### src/rtl/c4_move_controller.sv
// Connect-4 move sequencer: finds the landing row for a requested column, places the piece,
// scans four directions for a run of WIN_LEN, and tracks win/draw/turn state.
module c4_move_controller #(
    parameter int unsigned WIN_LEN      = 4,
    parameter logic        FIRST_PLAYER = 1'b0
) (
    input  logic        clk,
    input  logic        rst,
    input  logic        new_game,
    input  logic        move_valid,
    input  logic [2:0]  move_col,
    output logic        move_ready,
    output logic        move_reject,
    output logic [41:0] red_board,
    output logic [41:0] yellow_board,
    output logic        turn,
    output logic [5:0]  last_idx,
    output logic [1:0]  winner,
    output logic        game_over
);

    typedef enum logic [2:0] {IDLE, SCAN, PLACE, CHECK, FINISH, OVER} state_t;

    state_t      state_q, state_d;
    logic [2:0]  col_q, col_d;
    logic [2:0]  row_q, row_d;
    logic [1:0]  dir_q, dir_d;
    logic        win_q, win_d;
    logic [5:0]  count_q, count_d;
    logic [41:0] red_q, red_d;
    logic [41:0] yel_q, yel_d;
    logic        turn_q, turn_d;
    logic [5:0]  last_q, last_d;
    logic [1:0]  winner_q, winner_d;
    logic        over_q, over_d;
    logic        ready_q, ready_d;
    logic        reject_q, reject_d;

    logic [41:0] occ;
    logic [41:0] mine;
    logic [5:0]  cell_idx;
    int          dc, dr;
    logic [2:0]  fwd_len, bwd_len;
    logic        dir_win;

    // Counts same-colour cells stepping away from (c0,r0); stops at the first gap or board edge.
    function automatic logic [2:0] run_len(input logic [41:0] b, input int c0, input int r0,
                                           input int sc, input int sr);
        logic [2:0] n;
        logic       go;
        int         c, r;
        logic [5:0] idx;
        n  = '0;
        go = 1'b1;
        for (int unsigned k = 1; k < WIN_LEN; k++) begin
            c   = c0 + int'(k) * sc;
            r   = r0 + int'(k) * sr;
            idx = 6'(c + 7 * r);
            if (go && c >= 0 && c < 7 && r >= 0 && r < 6 && b[idx]) begin
                n = n + 3'd1;
            end else begin
                go = 1'b0;
            end
        end
        return n;
    endfunction

    assign occ      = red_q | yel_q;
    assign mine     = turn_q ? yel_q : red_q;
    assign cell_idx = {3'b000, col_q} + 6'(row_q) * 6'd7;

    always_comb begin
        dc = 0;
        dr = 0;
        case (dir_q)
            2'd0: begin dc = 1;  dr = 0; end
            2'd1: begin dc = 0;  dr = 1; end
            2'd2: begin dc = 1;  dr = 1; end
            default: begin dc = -1; dr = 1; end
        endcase
        fwd_len = run_len(mine, int'(col_q), int'(row_q), dc, dr);
        bwd_len = run_len(mine, int'(col_q), int'(row_q), -dc, -dr);
        dir_win = (32'(fwd_len) + 32'(bwd_len) + 32'd1) >= WIN_LEN;
    end

    always_comb begin
        state_d  = state_q;
        col_d    = col_q;
        row_d    = row_q;
        dir_d    = dir_q;
        win_d    = win_q;
        count_d  = count_q;
        red_d    = red_q;
        yel_d    = yel_q;
        turn_d   = turn_q;
        last_d   = last_q;
        winner_d = winner_q;
        reject_d = 1'b0;

        unique case (state_q)
            IDLE: begin
                if (move_valid) begin
                    if (move_col > 3'd6 || occ[{3'b000, move_col}]) begin
                        reject_d = 1'b1;
                    end else begin
                        col_d   = move_col;
                        row_d   = 3'd5;
                        win_d   = 1'b0;
                        state_d = SCAN;
                    end
                end
            end
            SCAN: begin
                if (!occ[cell_idx]) begin
                    state_d = PLACE;
                end else begin
                    row_d = row_q - 3'd1;
                end
            end
            PLACE: begin
                if (turn_q) begin
                    yel_d[cell_idx] = 1'b1;
                end else begin
                    red_d[cell_idx] = 1'b1;
                end
                last_d  = cell_idx;
                count_d = count_q + 6'd1;
                dir_d   = 2'd0;
                state_d = CHECK;
            end
            CHECK: begin
                if (dir_win) begin
                    win_d = 1'b1;
                end
                dir_d = dir_q + 2'd1;
                if (dir_q == 2'd3) begin
                    state_d = FINISH;
                end
            end
            FINISH: begin
                if (win_q) begin
                    winner_d = turn_q ? 2'd2 : 2'd1;
                    state_d  = OVER;
                end else if (count_q == 6'd42) begin
                    winner_d = 2'd3;
                    state_d  = OVER;
                end else begin
                    turn_d  = ~turn_q;
                    state_d = IDLE;
                end
            end
            OVER: begin
                state_d = OVER;
            end
            default: begin
                state_d = IDLE;
            end
        endcase

        // new_game overrides whatever the FSM computed, including a half-finished placement.
        if (new_game) begin
            state_d  = IDLE;
            col_d    = '0;
            row_d    = '0;
            dir_d    = '0;
            win_d    = 1'b0;
            count_d  = '0;
            red_d    = '0;
            yel_d    = '0;
            turn_d   = FIRST_PLAYER;
            last_d   = '1;
            winner_d = '0;
            reject_d = 1'b0;
        end

        ready_d = (state_d == IDLE);
        over_d  = (winner_d != 2'd0);
    end

    always_ff @(posedge clk or posedge rst) begin
        if (rst) begin
            state_q  <= IDLE;
            col_q    <= '0;
            row_q    <= '0;
            dir_q    <= '0;
            win_q    <= 1'b0;
            count_q  <= '0;
            red_q    <= '0;
            yel_q    <= '0;
            turn_q   <= FIRST_PLAYER;
            last_q   <= '1;
            winner_q <= '0;
            over_q   <= 1'b0;
            ready_q  <= 1'b1;
            reject_q <= 1'b0;
        end else begin
            state_q  <= state_d;
            col_q    <= col_d;
            row_q    <= row_d;
            dir_q    <= dir_d;
            win_q    <= win_d;
            count_q  <= count_d;
            red_q    <= red_d;
            yel_q    <= yel_d;
            turn_q   <= turn_d;
            last_q   <= last_d;
            winner_q <= winner_d;
            over_q   <= over_d;
            ready_q  <= ready_d;
            reject_q <= reject_d;
        end
    end

    assign move_ready   = ready_q;
    assign move_reject  = reject_q;
    assign red_board    = red_q;
    assign yellow_board = yel_q;
    assign turn         = turn_q;
    assign last_idx     = last_q;
    assign winner       = winner_q;
    assign game_over    = over_q;

endmodule
### config.mk
export PLATFORM = sky130hd
export DESIGN_NAME = c4_move_controller
export DESIGN_NICKNAME = d
export VERILOG_FILES = /design/src/rtl/c4_move_controller.sv
export SDC_FILE = /design/constraint.sdc
export NUM_CORES = 1
export LEC_CHECK = 0
export CAP_MARGIN = 0
export CORE_ASPECT_RATIO = 0.5
export CORE_MARGIN = 2
export CORE_UTILIZATION = 30
export DETAILED_ROUTE_END_ITERATION = 12
export SETUP_SLACK_MARGIN = 0.02
export SYNTH_ARGS = -nofsm -noshare
export SYNTH_HDL_FRONTEND = slang
export SYNTH_SLANG_ARGS = --single-unit
### constraint.sdc
create_clock -name clk -period 11.74 [get_ports clk]
set_clock_uncertainty 0.2 [all_clocks]
set_input_delay 2.348 -clock clk [delete_from_list [all_inputs] [get_ports clk]]
set_output_delay 2.348 -clock clk [all_outputs]
set_load 0.02 [all_outputs]
After elaboration in Yosys (flattened, before gate mapping)
Cells that the tools add are included.

Eq/ne operators: 17. Multipliers: 11. Bitwise logic cells: 4. $lt $le $gt $ge: 35. Reduce and logical (&&, ||, !) cells: 49. Add/subtract/negate cells: 30. Multiplexer cells: 78.

Operators by type and width (number): adder 4 x 32 -> 32 bit (12); greater-or-equal comparator 32 x 1 -> 1 bit (second input constant) (12); < comparator 32 x 4 -> 1 bit (second input constant) (12); two-way mux 42 bit (7); multiplier 4 x 32 -> 6 bit (first input constant) (6); multiplier 3 x 32 -> 32 bit (first input constant) (4); bitwise OR 42 bit (3); negator 32 bit (2); one-hot mux 32 bit (2 select lines) (1); two-way mux 3 bit (19); < comparator 6 x 7 -> 1 bit (second input constant) (7); binary-select mux 1 bit (select 6 bit) (7); adder 6 bit (6); logical AND 1 bit (29); two-way mux 1 bit (28); two-way mux 6 bit (4); one-hot mux 3 bit (6 select lines) (1); adder 3 x 1 -> 3 bit (second input constant) (4); two-way mux 2 bit (6); != test 3 bit (second input constant) (4); nonzero test 2 bit (6); nonzero test 3 bit (3); != test 2 bit (second input constant) (4); AND reduction 4 bit (2); 29 further kinds (35).

Input bits: 7. Register bits: 114. Word-level logic and storage cells: 238. Output and inout bits: 96.

Depth between registers and ports, before layout
Gate-level depths: netlist of the first run.

Word-level depth: 29. Gate-level depth with buffers: 34. Depth with buffers taken out: 33.

Least setup slack after synthesis of the first run
Ideal clock, no wire load.

Path kind: reg-to-reg. Start: register dir_q[0]. End: register win_q. Path buffers: 1. Stages on the path, launching flop included: 35. Setup slack: 3.721 ns. Library setup time: 0.072 ns. Period minus slack after synthesis: 8.019 ns. Data required time: 11.468 ns. Arrival time: 7.747 ns. Path through: dfrtp_1 -> inv_1 -> ha_1 -> clkbuf_1 -> inv_1 -> ha_1 -> inv_1 -> fa_1 -> inv_1 -> a31oi_1 -> ha_1 -> fa_1 -> fa_1 -> inv_1 -> ha_1 -> xnor2_1 -> mux2i_1 -> o21ai_0 -> a22oi_1 -> nor3_1 -> a21oi_2 -> nor3_2 -> and3b_1 -> ha_1 -> nor4b_1 -> nand3_1 -> a2111oi_0 -> nand4_1 -> a21oi_1 -> a21boi_0 -> ha_1 -> nor2_1 -> a221oi_1 -> o41ai_2 -> nor2_1.

Cells in the longest elaborated chain, start to end: 28. Elaborated cells on any way between the ends: 119. Those cells by class: 26 x add/sub; 10 x mul; 25 x order compare; 3 x eq/ne; 24 x mux; 31 x reduce/logical.

Ends and longest elaborated chain: start, declared (line 27) `logic [1:0] dir_q, dir_d;`; start signal, assigned (line 200) `dir_q <= dir_d;`; branches (longest 23 deep; another with negator 32 bit); adder 3 x 3 -> 4 bit (*) (line 83) `dir_win = (32'(fwd_len) + 32'(bwd_len) + 32'd1) >= WIN_LEN;`; adder 4 x 1 -> 5 bit (*) (line 83); greater-or-equal comparator 5 x 3 -> 1 bit (*) (line 83); != test 3 bit (no source line) (*); AND reduction 4 bit (no source line) (*); end signal, assigned (line 201) `win_q <= win_d;`; end, declared (line 28) `logic win_q, win_d;`.

Mark *: on every way between the ends. The select of a mux whose other input is x is not followed. A chain may end at the register's enable or synchronous reset.

Worst setup path in the final report of the first run
Ends and elaborated chain as after synthesis.

==> key figures, run 1 <==
Floorplan
  • Die H: 148 um
  • Full die area: 0.0434 mm^2
  • Starting density of the core: 0.307
  • FP Rows: 52
  • I/O pin cnt: 103
  • Die Wd: 293 um
  • Core ar.: 0.0407 mm^2

Synth
  • Post-synth top cells: nor2_1, a21oi_1, ha_1, inv_1, dfrtp_1
  • Largest cells by area after synthesis: dfrtp_1, ha_1, mux4_2, fa_1, a21oi_1
  • Count leader, synth: nor2_1
  • Mapped Avg Cell Area: 9.84 um^2
  • Syn nets: 1492
  • Flops & latches, synth: 114
  • Largest area contributor in the netlist: dfrtp_1
  • Synth unique cells: 64
  • Post-Syn Area: 0.0125 mm^2
  • Top-area cell type share of the netlist area: 0.214
  • Sequential share of the synthesized area: 0.229
  • YS warnings: 0
  • FFs w/ async S/R, synth: 1.00
  • Prevailing post-synth register cell: dfrtp_1
  • Cells after Synth: 1270
  • EDFF count, synth: 0

Hold path
  • Hold Crit Start: last_idx[1]
  • WHS Path Cells: 2
  • Hold WC Path Type: reg -> reg
  • Worst Hold Path EP: last_idx[1]

Critical path
  • WP data required: 11.90 ns
  • Critical path endpoint category: register
  • Reg2Reg Launch Point: dir_q[0]
  • Slowest cell on crit path: inv_1
  • Worst Path Max Fanout: 24
  • Crit Path Class: reg -> reg
  • CP Buf/Inv Count: 5
  • Max incr delay on CP: 0.68 ns
  • Critical path arrival: 9.36 ns
  • Reg2reg end: win_q
  • R2r setup slk: 2.54 ns
  • Top delay family on crit path: adder cells
  • Worst setup SP type: register
  • FF-to-FF path depth: 33
  • Crit-path most repeated cell: ha_1

GRT
  • Met3 GRT Util: 0.0272
  • GR peak layer: met2
  • Grt met2 use: 0.287
  • Vias in the first global route: 10100
  • Initial antenna violation count: 1
  • Global-route wire length before repair: 60600 um
  • Met1 GRT Util: 0.250
  • Grt ovf: 0
  • Largest net degree at the start of global routing: 90
  • GRT Overall Usage: 0.180

STA
  • Hold_ws: 0.290 ns
  • Fin. Hold Viols: 0
  • Final Slew Violations: 0
  • Slew margin rel.: 0.148
  • Fin crit period: 9.20 ns
  • RSZ-0062 raised after global routing: false
  • Max Clk Rate: 109 MHz
  • Setup_tns: 0 ns
  • Fin crit share: 0.784
  • Final setup viols: 0
  • Measured slew at the worst slew-check pin: 1.27 ns

CTS
  • PostCTS Resize Cnt: 0
  • Post-CTS setup buffer count: 0
  • Reg clk slew, reported paths: 0.06 ns
  • CTS Hold Bufs: 0
  • Root Buffer: clkbuf_16
  • Worst-Skew Late Latency: 0.43 ns
  • TritonCTS clock tree: built
  • Num CTS Buffers: 17
  • Htree depth: 4
  • Clk sink count: 114
  • CTS Buffer Depth: 2

Layout
  • Layout cells sized above 1: 0.0980
  • Synthesis-to-layout area growth: 17.2%
  • Diodes inserted: 0
  • Final net count: 1576

Detailed routing
  • ANT nets after route: 0
  • TritonRoute pass-1 iters: 5
  • Via/cell ratio: 5.41
  • Drt wl/cell: 20.3 um
  • DRC: 0
  • Via count: 10300
  • DRT iter0 DRCs: 876
  • Detailed Route WL: 38700 um

Power and ir drop
  • Leak: 6.59 nW
  • Power per cell area: 242 mW/mm^2
  • Worst vdd ir: 172 uV

Status
  • Status: finished clean

Placed design
  • RD Place Congestion: 0.916
  • IO buf count: 102
  • DPL Wire Length: 29800 um

Flow run
  • # Max-Cap Violations: 0
## through the flow
step                power [mW]  setup slack, ns  cells  instance area [um^2]  utilization
finish                    3.55             2.54   1907                 14700        0.360
global route              3.83             1.76   1907                 14700        0.360
CTS                       3.56             2.57   1907                 14700        0.360
detailed placement        3.03             2.61   1875                 14100        0.346
global placement          3.01             2.89   1875                 14100        0.346
floorplan                 2.36             3.72   1270                 12500            -
## cell usage in the layout, fill, tap and decap left out, drive strengths merged, types with 4 or more instances in the layout
cell and n:
nand4 13, xnor2 46, xor2 14, nor2 168, dfrtp 107, a21o 17
a2111oi 7, mux4 82, nand3 12, or2 5, nand3b 7, dfstp 7
clkbuf 20, nand2 39, ha 164, or4 4, clkdlybuf4s50 101, nor3b 7
buf 15, nor3 42, clkinv 4, nor4b 9, fa 51, nor4 10
nand2b 5, a31oi 5, nor2b 7, a21oi 166, o21ai 10, inv 136
or3 8, mux2i 29, a211oi 5
## worst reg2reg max path, delay by kind of cell, from the launching register on
kind,cells,cell delay [ns]
compound gates,9,1.54
xor+xnor,1,0.65
fa+ha+maj,9,3.56
buf+inv,5,1.17
flops,1,0.44
mux,1,0.17
simple gates,8,1.42
## worst max-delay path by stage
stage                   from  endpoint  slack (ns)  cells past startpoint
floorplan           dir_q[0]     win_q        3.72                     34
CTS                 dir_q[0]     win_q        2.57                     33
global placement    dir_q[0]     win_q        2.89                     33
detailed placement  dir_q[0]     win_q        2.61                     33
finish              dir_q[0]     win_q        2.54                     33
global route        dir_q[0]     win_q        1.76                     33
## layout make-up
class / count / area, um^2
clock buffer: 20 / 457
clock inverter: 12 / 123
fill: 4096 / 26100
inverter: 132 / 498
multi-input combinational: 973 / 8920
sequential: 114 / 2860
tap: 540 / 676
timing repair buffer: 116 / 1120
## flip-flops by register name (all words and copies together) (netlist names), 2 cells and up
register      count
dir_q             2
red_board        42
last_idx          6
yellow_board     42
col_q             3
count_q           6
winner            2
row_q             3
state_q           3
## where the power goes
group / switching (mW) / total (mW) / internal (mW)
Combinational: 1.53 / 2.58 / 1.05
Clock: 0.206 / 0.512 / 0.306
Sequential: 0.0342 / 0.457 / 0.423
## layer usage
metal | vias to the layer above | wire (um)
met5 | - | 0
met4 | 0 | 1160
met3 | 67 | 2120
met2 | 328 | 17900
met1 | 5193 | 17500
li1 | 4727 | -
## logic make-up (layout without fill, tap and decap cells)
kind of cell / after synthesis / after routing / synth area share
flops: 114 / 114 / 0.229
buf+inv: 183 / 280 / 0.0588
mux: 114 / 114 / 0.181
simple gates: 349 / 349 / 0.135
xor+xnor: 60 / 60 / 0.0420
fa+ha+maj: 215 / 215 / 0.246
compound gates: 235 / 235 / 0.109
Note: power is estimated with default switching activity, not from simulation.
==> run 2: changes to the inputs <==
- clock period: 11.74 -> 8 ns (I/O delays scaled with it)
==> run 2 against run 1 <==
Worst setup slack worse by 2.1 ns. Die area unchanged. Worst hold slack got worse by 0.0018 ns. Critical path depth decreased by 2. Final cell count grew 1.0%. Design area is 2.0% higher. Sequential power increased by 45%. Fmax is 21% higher. Core utilization increased by 0.71 points. Wire length rose by 0.80%. First-iteration DRC count rose by 7.3%. Highest routed layer unchanged.
==> key figures, run 2 (same netlist as run 1, synthesis figures left out) <==
Detailed routing
  • ANT nets after route: 0
  • DRT iter0 DRCs: 940
  • Drt wl/cell: 20.2 um
  • DRC: 0
  • Via/cell ratio: 5.41
  • Via count: 10400
  • TritonRoute pass-1 iters: 5
  • Detailed Route WL: 39000 um

CTS
  • TritonCTS clock tree: built
  • CTS Buffer Depth: 2
  • Clk sink count: 114
  • Reg clk slew, reported paths: 0.06 ns
  • CTS Hold Bufs: 0
  • Num CTS Buffers: 17
  • Worst-Skew Late Latency: 0.42 ns
  • Root Buffer: clkbuf_16
  • Htree depth: 4

Critical path
  • Critical path arrival: 7.73 ns
  • Crit Path Class: reg -> reg
  • Crit-path most repeated cell: ha_1
  • Slowest cell on crit path: fa_1
  • Max incr delay on CP: 0.52 ns
  • WP data required: 8.15 ns
  • Worst setup SP type: register
  • Critical path endpoint category: register
  • Worst Path Max Fanout: 4

Placed design
  • Area after DPL: 0.0142 mm^2
  • RD Place Congestion: 0.917
  • DPL Wire Length: 30100 um
  • IO buf count: 102

Floorplan
  • Die H: 148 um
  • Starting density of the core: 0.307
  • FP Rows: 52
  • Core ar.: 0.0407 mm^2
  • Die Wd: 293 um
  • Full die area: 0.0434 mm^2
  • I/O pin cnt: 103

Layout
  • Diodes inserted: 0
  • Final Core Density: 0.367
  • Most frequent cells in the layout: nor2_1, a21oi_1, ha_1
  • Final net count: 1598
  • Finished Cell Area: 0.0149 mm^2
  • Synthesis-to-layout area growth: 19.6%
  • Layout cells sized above 1: 0.121
  • Commonest non-fill, non-tap cell in the layout: nor2_1

GRT
  • Global-route wire length before repair: 60700 um
  • Met1 GRT Util: 0.243
  • Largest net degree at the start of global routing: 99
  • Grt met2 use: 0.291
  • Met3 GRT Util: 0.0294
  • Initial antenna violation count: 0
  • GR peak layer: met2
  • Vias in the first global route: 10200
  • GRT Overall Usage: 0.180
  • Grt ovf: 0

STA
  • Fin crit period: 7.57 ns
  • Final Slew Violations: 0
  • Fin. Hold Viols: 0
  • Max Clk Rate: 132 MHz
  • Fin crit share: 0.946
  • Hold_ws: 0.288 ns
  • Measured slew at the worst slew-check pin: 1.21 ns
  • Setup_tns: 0 ns
  • Slew margin rel.: 0.191
  • Final setup viols: 0

Power and ir drop
  • Worst vdd ir: 225 uV
  • Power per cell area: 363 mW/mm^2
  • Design Power: 5.43 mW
  • Leak: 6.73 nW

Flow run
  • # Max-Cap Violations: 0

Hold path
  • Hold WC Path Type: reg -> reg

Status
  • Status: finished clean
## run 2: per-layer routing
layer / vias to the layer above / routed length [um]
met1: 5206 / 17300
met3: 87 / 2290
met2: 375 / 18000
li1: 4760 / -
met5: - / 0
met4: 0 / 1390
## run 2: final cells by class
class / instances / area (um^2)
Fill cell: 4092 / 25800
Multi-Input combinational cell: 973 / 9040
Sequential cell: 114 / 2860
Timing Repair Buffer: 138 / 1290
Tap cell: 540 / 676
Inverter: 132 / 502
Clock buffer: 21 / 470
Clock inverter: 9 / 108
## run 2: path summary, 6_finish.rpt
path / from / end / slack [ns] / depth (start not counted)
worst max-delay path: dir_q[1] / win_q / 0.43 / 31
worst min-delay path: last_idx[1] / last_idx[1] / 0.29 / 2
worst max register to register: dir_q[1] / win_q / 0.43 / 31
worst min register to register: last_idx[1] / last_idx[1] / 0.29 / 2
max in group asynchronous: rst / red_board[34] / 4.83 / 3
min in group asynchronous: rst / winner[0] / 1.36 / 2
## run 2: metrics by stage
stage / worst slack [ns] / instances
2_1_floorplan: 0.0619 / 1270
6_report: 0.428 / 1927
3_5_place_dp: -0.0513 / 1893
5_1_grt: -0.0553 / 1927
3_3_place_gp: 0.195 / 1893
4_1_cts: 0.0629 / 1923
## run 2: timing repair
action | CTS | global route
pin swaps | 0 | 3
buffers inserted | 0 | 4
resized for setup | 1 | 19
endpoints found under the setup margin | 1 | 1
## run 2: worst max-delay path, delay by kind of cell, from the launching register on
family,cells,cell delay [ns]
flops,1,0.41
fa+ha+maj,9,3.02
mux,2,0.57
compound gates,6,1.14
buf+inv,5,0.53
xor+xnor,2,0.42
simple gates,7,1.20
## run 2: where the power goes
| part | switching [mW] | internal [mW] |
|---|---|---|
| combinational | 2.34 | 1.67 |
| sequential | 0.0417 | 0.620 |
| clock | 0.280 | 0.478 |
